`src/rtl/mac_result_collector.sv`:
```
// Collects results from a fixed-latency multiply-add stage and buffers them in
// a first-word-fall-through FIFO with drop accounting and a running sum.
module mac_result_collector #(
   parameter int unsigned LATENCY = 4,
   parameter int unsigned DEPTH   = 4
) (
   input  logic        clk,
   input  logic        rst_n,
   input  logic        issue,
   input  logic [15:0] mac_out,
   input  logic        clr,
   output logic [15:0] res_data,
   output logic        res_valid,
   input  logic        res_ready,
   output logic [4:0]  level,
   output logic        overflow,
   output logic [7:0]  drop_cnt,
   output logic [23:0] sum
);

   localparam int unsigned AW = (DEPTH > 1) ? $clog2(DEPTH) : 1;
   localparam int unsigned LW = 5;
   localparam int unsigned DW = 16;
   localparam int unsigned SW = 24;
   localparam int unsigned CW = 8;

   logic [LATENCY-1:0] align;
   logic [LATENCY-1:0] align_nxt;
   logic [DW-1:0]      mem [DEPTH];
   logic [AW-1:0]      wptr;
   logic [AW-1:0]      rptr;
   logic [LW-1:0]      level_nxt;
   logic               cap;
   logic               full;
   logic               pop;
   logic               push;
   logic               drop;

   // Last alignment tap marks the cycle whose edge samples the matching result.
   assign cap  = align[LATENCY-1];
   assign full = (level == LW'(DEPTH));
   // Pop only on a registered valid; a pop while empty is ignored.
   assign pop  = res_valid & res_ready & ~clr;
   // A pop frees a slot on the same edge, so full+pop still accepts the push.
   assign push = cap & ~clr & (~full | pop);
   assign drop = cap & ~clr & full & ~pop;

   assign res_data = mem[rptr];

   // Next alignment vector and next occupancy.
   always_comb begin
      align_nxt = LATENCY'({align, issue});
      level_nxt = level;
      case ({push, pop})
         2'b10:   level_nxt = level + LW'(1);
         2'b01:   level_nxt = level - LW'(1);
         default: level_nxt = level;
      endcase
   end

   // Issue alignment shift register.
   always_ff @(posedge clk or negedge rst_n) begin
      if (!rst_n) begin
         align <= '0;
      end else if (clr) begin
         align <= '0;
      end else begin
         align <= align_nxt;
      end
   end

   // FIFO storage, not reset.
   always_ff @(posedge clk) begin
      if (push) begin
         mem[wptr] <= mac_out;
      end
   end

   // FIFO pointers, occupancy and valid flag.
   always_ff @(posedge clk or negedge rst_n) begin
      if (!rst_n) begin
         wptr      <= '0;
         rptr      <= '0;
         level     <= '0;
         res_valid <= 1'b0;
      end else if (clr) begin
         wptr      <= '0;
         rptr      <= '0;
         level     <= '0;
         res_valid <= 1'b0;
      end else begin
         if (push) begin
            wptr <= wptr + AW'(1);
         end
         if (pop) begin
            rptr <= rptr + AW'(1);
         end
         level     <= level_nxt;
         res_valid <= (level_nxt != '0);
      end
   end

   // Drop tracking and running sum of accepted results.
   always_ff @(posedge clk or negedge rst_n) begin
      if (!rst_n) begin
         overflow <= 1'b0;
         drop_cnt <= '0;
         sum      <= '0;
      end else if (clr) begin
         overflow <= 1'b0;
         drop_cnt <= '0;
         sum      <= '0;
      end else begin
         if (drop) begin
            overflow <= 1'b1;
            if (drop_cnt != {CW{1'b1}}) begin
               drop_cnt <= drop_cnt + CW'(1);
            end
         end
         if (push) begin
            sum <= sum + SW'(mac_out);
         end
      end
   end

endmodule
```
`config.mk`:
```
export PLATFORM = sky130hd
export DESIGN_NAME = mac_result_collector
export DESIGN_NICKNAME = d
export VERILOG_FILES = /design/src/rtl/mac_result_collector.sv
export SDC_FILE = /design/constraint.sdc
export NUM_CORES = 1
export LEC_CHECK = 0
export CORE_ASPECT_RATIO = 1.2
export CORE_MARGIN = 5
export CORE_UTILIZATION = 26
export DETAILED_ROUTE_END_ITERATION = 7
export SYNTH_ARGS = -nofsm -noshare
export SYNTH_HDL_FRONTEND = slang
export SYNTH_SLANG_ARGS = --single-unit
export TNS_END_PERCENT = 5
```
`constraint.sdc`:
```
create_clock -name clk -period 3.33 [get_ports clk]
set_input_delay 0.4995 -clock clk [delete_from_list [all_inputs] [get_ports clk]]
set_output_delay 0.4995 -clock clk [all_outputs]
set_load 0.01 [all_outputs]
```
Word-level counts from Yosys, hierarchy flattened:

Memories as Yosys holds them, arrays and structs flattened.
Cells that the tools add are included.
W data, S select, Z words.

* input bits: 21
* logic and storage cells: 52
* memories kept: 1
* RAM bits: 64
* register bits: 47

Memories
* mem: depth 4, width 16, rd ports 1, clocked after memory_dff 0, wr ports 1, line 29 `logic [DW-1:0] mem [DEPTH];`

* multiplexer cells: 17
* add/subtract/negate cells: 6
* reductions and logical operators: 6
* bitwise operators: 10
* equal/unequal tests: 4

Operator list (number)
* $mux W24: 2
* $add A24 B16 Y24: 1
* $mux W8: 3
* $pmux W5 S2: 1
* $add A8 B1 Y8 const B: 1
* $mux W2: 4
* $ne A8 B8 Y1 const B: 1
* $reduce_bool A2 Y1: 4
* $and A1 B1 Y1: 6
* $add A5 B1 Y5 const B: 1
* $eq A5 B3 Y1 const B: 1
* $mux W1: 5
* $mux W5: 1
* $reduce_bool A5 Y1: 1
* $sub A5 B1 Y5 const B: 1
* $add A2 B1 Y2 const B: 2
* $mux W4: 1
* $not A1 Y1: 3
* $eq A2 B1 Y1 const B: 1
* $eq A2 B2 Y1 const B: 1
* $reduce_and A2 Y1: 1
* $or A1 B1 Y1: 1

Logic depth before layout (Yosys ltp):

* word-level depth: 8
* depth in mapped cells: 11
* gate-level depth less buffers: 9

Worst setup path after synthesis:

No wires, ideal clock.

* kind: input port to flip-flop
* start point: in clr
* end point: reg res_valid
* library setup time: 0.136 ns
* stages on the path: 11
* slack: 0.593 ns
* buffers on the path: 2
* data arrival time: 2.600 ns
* cells stage by stage: buf_2 > nor4bb_1 > clkbuf_1 > xor2_1 > ha_1 > nor2_1 > mux2i_1 > xnor2_1 > or4b_2 > o21ai_0 > o21ai_0

* longest elaborated chain between the ends: 8
* elaborated cells between the ends (all ways): 10

RTL lines
* from (decl): line 11 `input logic clr,`
* $not A1 Y1: line 43, 45
* $and A1 B1 Y1: line 43 `assign pop = res_valid & res_ready & ~clr;`
* $or A1 B1 Y1: line 45 `assign push = cap & ~clr & (~full | pop);`
* $and A1 B1 Y1: line 45
* $eq A2 B1 Y1 / $eq A2 B2 Y1 (equally long branches): line 54 `case ({push, pop})`
* $pmux W5 S2: line 54
* $reduce_bool A5 Y1: line 99 `res_valid <= (level_nxt != '0);`
* $mux W1 (*): line 86 `end else if (clr) begin`
* to (signal assigned): line 99
* to (decl): line 13 `output logic res_valid,`

Every way passes the cells marked *; elsewhere a longest branch is shown, timed or not.
A chain may end at the register's enable or synchronous reset.

Worst setup path in the final report:

Ends and elaborated chain as after synthesis.

==> impl_results.md <==
- Status: complete, no violations
- Routed len/inst: 17.10 um
- Relative max-transition margin: 40.50%
- Reg2reg setup slack: 0.70 ns
- DR DRC count: 0
- Fillers: 2013
- Crit path kind: in -> reg
- IO Count: 76
- RSZ-0062 raised after global routing: no
- Multi-input logic area: 2142 sq um
- Crit end category: flip-flop
- Routed Antenna Nets: 0
- Unique masters post-synth: 52
- Top-count cell post-synth: edfxtp_1
- CTS clk-pin slew, worst paths: 0.07 ns
- Number of port buffers: 75
- LEAKAGE: 2.507 nW
- Vias in the first global route: 3819
- Post-synth top area share: 35.99%
- Max Buffers Root-to-Sink: 2
- Syn Std Cell Area: 5340 sq um
- Die Y: 167.0 um
- RD Place Congestion: 0.9035
- Final worst slack: 0.5517 ns
- Final hold vios: 0
- Antenna Cells: 0
- Setup bufs post-CTS: 0
- Top cells by count, synth: 64 x edfxtp_1, 47 x dfrtp_1, 34 x nand2_1, 31 x nor2_1, 24 x a21oi_1
- PD cells: 409.4 nW/um^2
- Setup violators final: 0
- Min Tclk post-route: 2.778 ns
- Area contributors post-synth: edfxtp_1 36%, dfrtp_1 22%, mux4_2 6.7%
- Max_cap viols: 0
- YS warnings: 0
- Critical Path Start Type: primary input
- Dpl hpwl: 9.216 mm
- Clock root buffer: clkbuf_16
- Fmax: 359.9 MHz
- Reg2reg path depth: 9
- CTS tree: built
- Row count: 57
- Initial antenna violation count: 0
- Post-synthesis sequential area ratio: 58.01%
- Worst Tran Pin Value: 0.8925 ns
- Htree depth: 3
- Reg2reg start: align[3]
- Area grow syn2layout: 26.85%
- VDD IR-drop max: 0.2707 mV
- Clk sinks: 111
- Fin nets: 543
- DR iter-0 viols: 201
- Number of synthesized flops with an enable pin: 64
- CP required: 3.54 ns
- Clock skew: 0.01009 ns
- Hold_buf cts: 0
- Yosys top cell by area: edfxtp_1
- Starting Density: 26.37%
- Post-synthesis register bit count: 111
- Die Span X: 140.8 um
- DR vias: 3705
- Crit Path Max Fanout: 3
- Area occupied by registers: 3098 sq um
- Final wirelength: 13.15 mm
- Clk_lat worst skew: 0.36 ns
- Setup WS pre-CTS: 0.1841 ns
- DIE AREA: 23520 sq um
- Global-route wire length before repair: 21.21 mm
- Top FF cell, synth: edfxtp_1
- Slew Viols, Final: 0
- Number of gates resized after cts: 0
- Period utilization: 83.43%
- Drt first pass iters: 4
- GRT overflow: 0
- Min-Delay Path Class: in -> async
- Reg-to-Reg End: res_valid
- Synthesized area per cell: 12.84 sq um
- Syn_nets: 460
- Via density: 4.818
- CORE AREA: 20250 sq um
- Tot GR Track Use: 11.61%
- Setup TNS: 0 ns
- Worst Path Arrival: 2.99 ns
- Share of cells above drive strength 1: 11.31%
- Largest net degree at the start of global routing: 46
- Final Util: 33.44%
- Num CTS Buffers: 9
- Cells after Synth: 416
- Asr flop ratio synth: 42.34%
placed cells by master (no fill, tap or decap), types with 4 or more instances in the layout:
cell type         n
a211oi_1          7
a21o_1            5
a21oi_1          24
a31oi_1           5
and2_1            6
and3_1            7
buf_4            16
clkbuf_16         9
clkdlybuf4s50_1  74
dfrtp_1          47
edfxtp_1         64
ha_1             22
inv_1             6
mux4_2           16
nand2_1          34
nand3_1          14
nor2_1           31
nor2b_1           6
nor3_1            5
o21ai_0          18
o31ai_1           6
or4_1             4
xnor2_1          11
xor2_1           17
power by group:
| group | total, mW | switching (mW) | internal, mW | leakage [nW] |
|---|---|---|---|---|
| sequential | 1.47 | 0.00586 | 1.46 | 1.23 |
| clock | 1.14 | 0.534 | 0.601 | 0.155 |
| combinational | 0.169 | 0.0972 | 0.0723 | 1.12 |
| total | 2.77 | 0.638 | 2.14 | 2.51 |
routing by layer:
layer / wire length, um / global-route usage, %
met3: 872 / 3.527
met1: 5354 / 14.06
met2: 6744 / 19.81
met5: 0 / 0
met4: 178 / 3.582
metrics by stage:
| step | cells | area (sq um) | hold slack [ns] | power (mW) |
|---|---|---|---|---|
| after floorplan | 416 | 5340 | 0.2039 | 1.578 |
| after global placement | 753 | 6460 | 0.4447 | 1.664 |
| after detailed placement | 753 | 6460 | 0.4595 | 1.668 |
| after CTS | 769 | 6774 | 0.2009 | 2.805 |
| after global routing | 769 | 6774 | 0.2350 | 2.891 |
| final | 769 | 6774 | 0.1942 | 2.773 |
kinds of logic after synthesis:
logic type      after synthesis  synth area share, %
simple gates                121                11.15
flops                       111                58.01
compound gates               89                11.53
buf+inv                      25                1.874
fa+ha+maj                    23                5.529
mux                          19                7.310
xor+xnor                     28                4.592
registers in the layout, summed over array words and instances, names as in the netlist:
name / count
overflow: 1
rptr: 2
level: 5
wptr: 2
align: 4
sum: 24
drop_cnt: 8
res_valid: 1
mem: 64
worst max-delay path, stage by stage:
cell,delay (ns)
clkdlybuf4s50_1,0.43
nor4bb_1,0.44
xor2_1,0.18
ha_1,0.21
nor2_1,0.07
mux2i_1,0.24
xnor2_1,0.08
or4b_2,0.60
o21ai_0,0.14
o21ai_0,0.10
cell type report:
type                            count  share of cell area (%)
Sequential cell                   111                   45.73
Multi-Input combinational cell    280                   31.62
Timing Repair Buffer               91                   12.78
Tap cell                          265                   4.895
Clock buffer                        9                   3.325
Clock inverter                      7                   1.311
Inverter                            6                  0.3325
worst max-delay path by stage:
stage	slack (ns)	end	start	depth (start not counted)
CTS	0.53	res_data[14]	rptr[1]	2
floorplan	0.59	res_valid	clr	11
global placement	0.25	res_valid	clr	10
global route	0.35	res_valid	clr	10
finish	0.55	res_valid	clr	10
detailed placement	0.18	res_valid	clr	10
No activity file was read; power rests on OpenSTA's default activity.
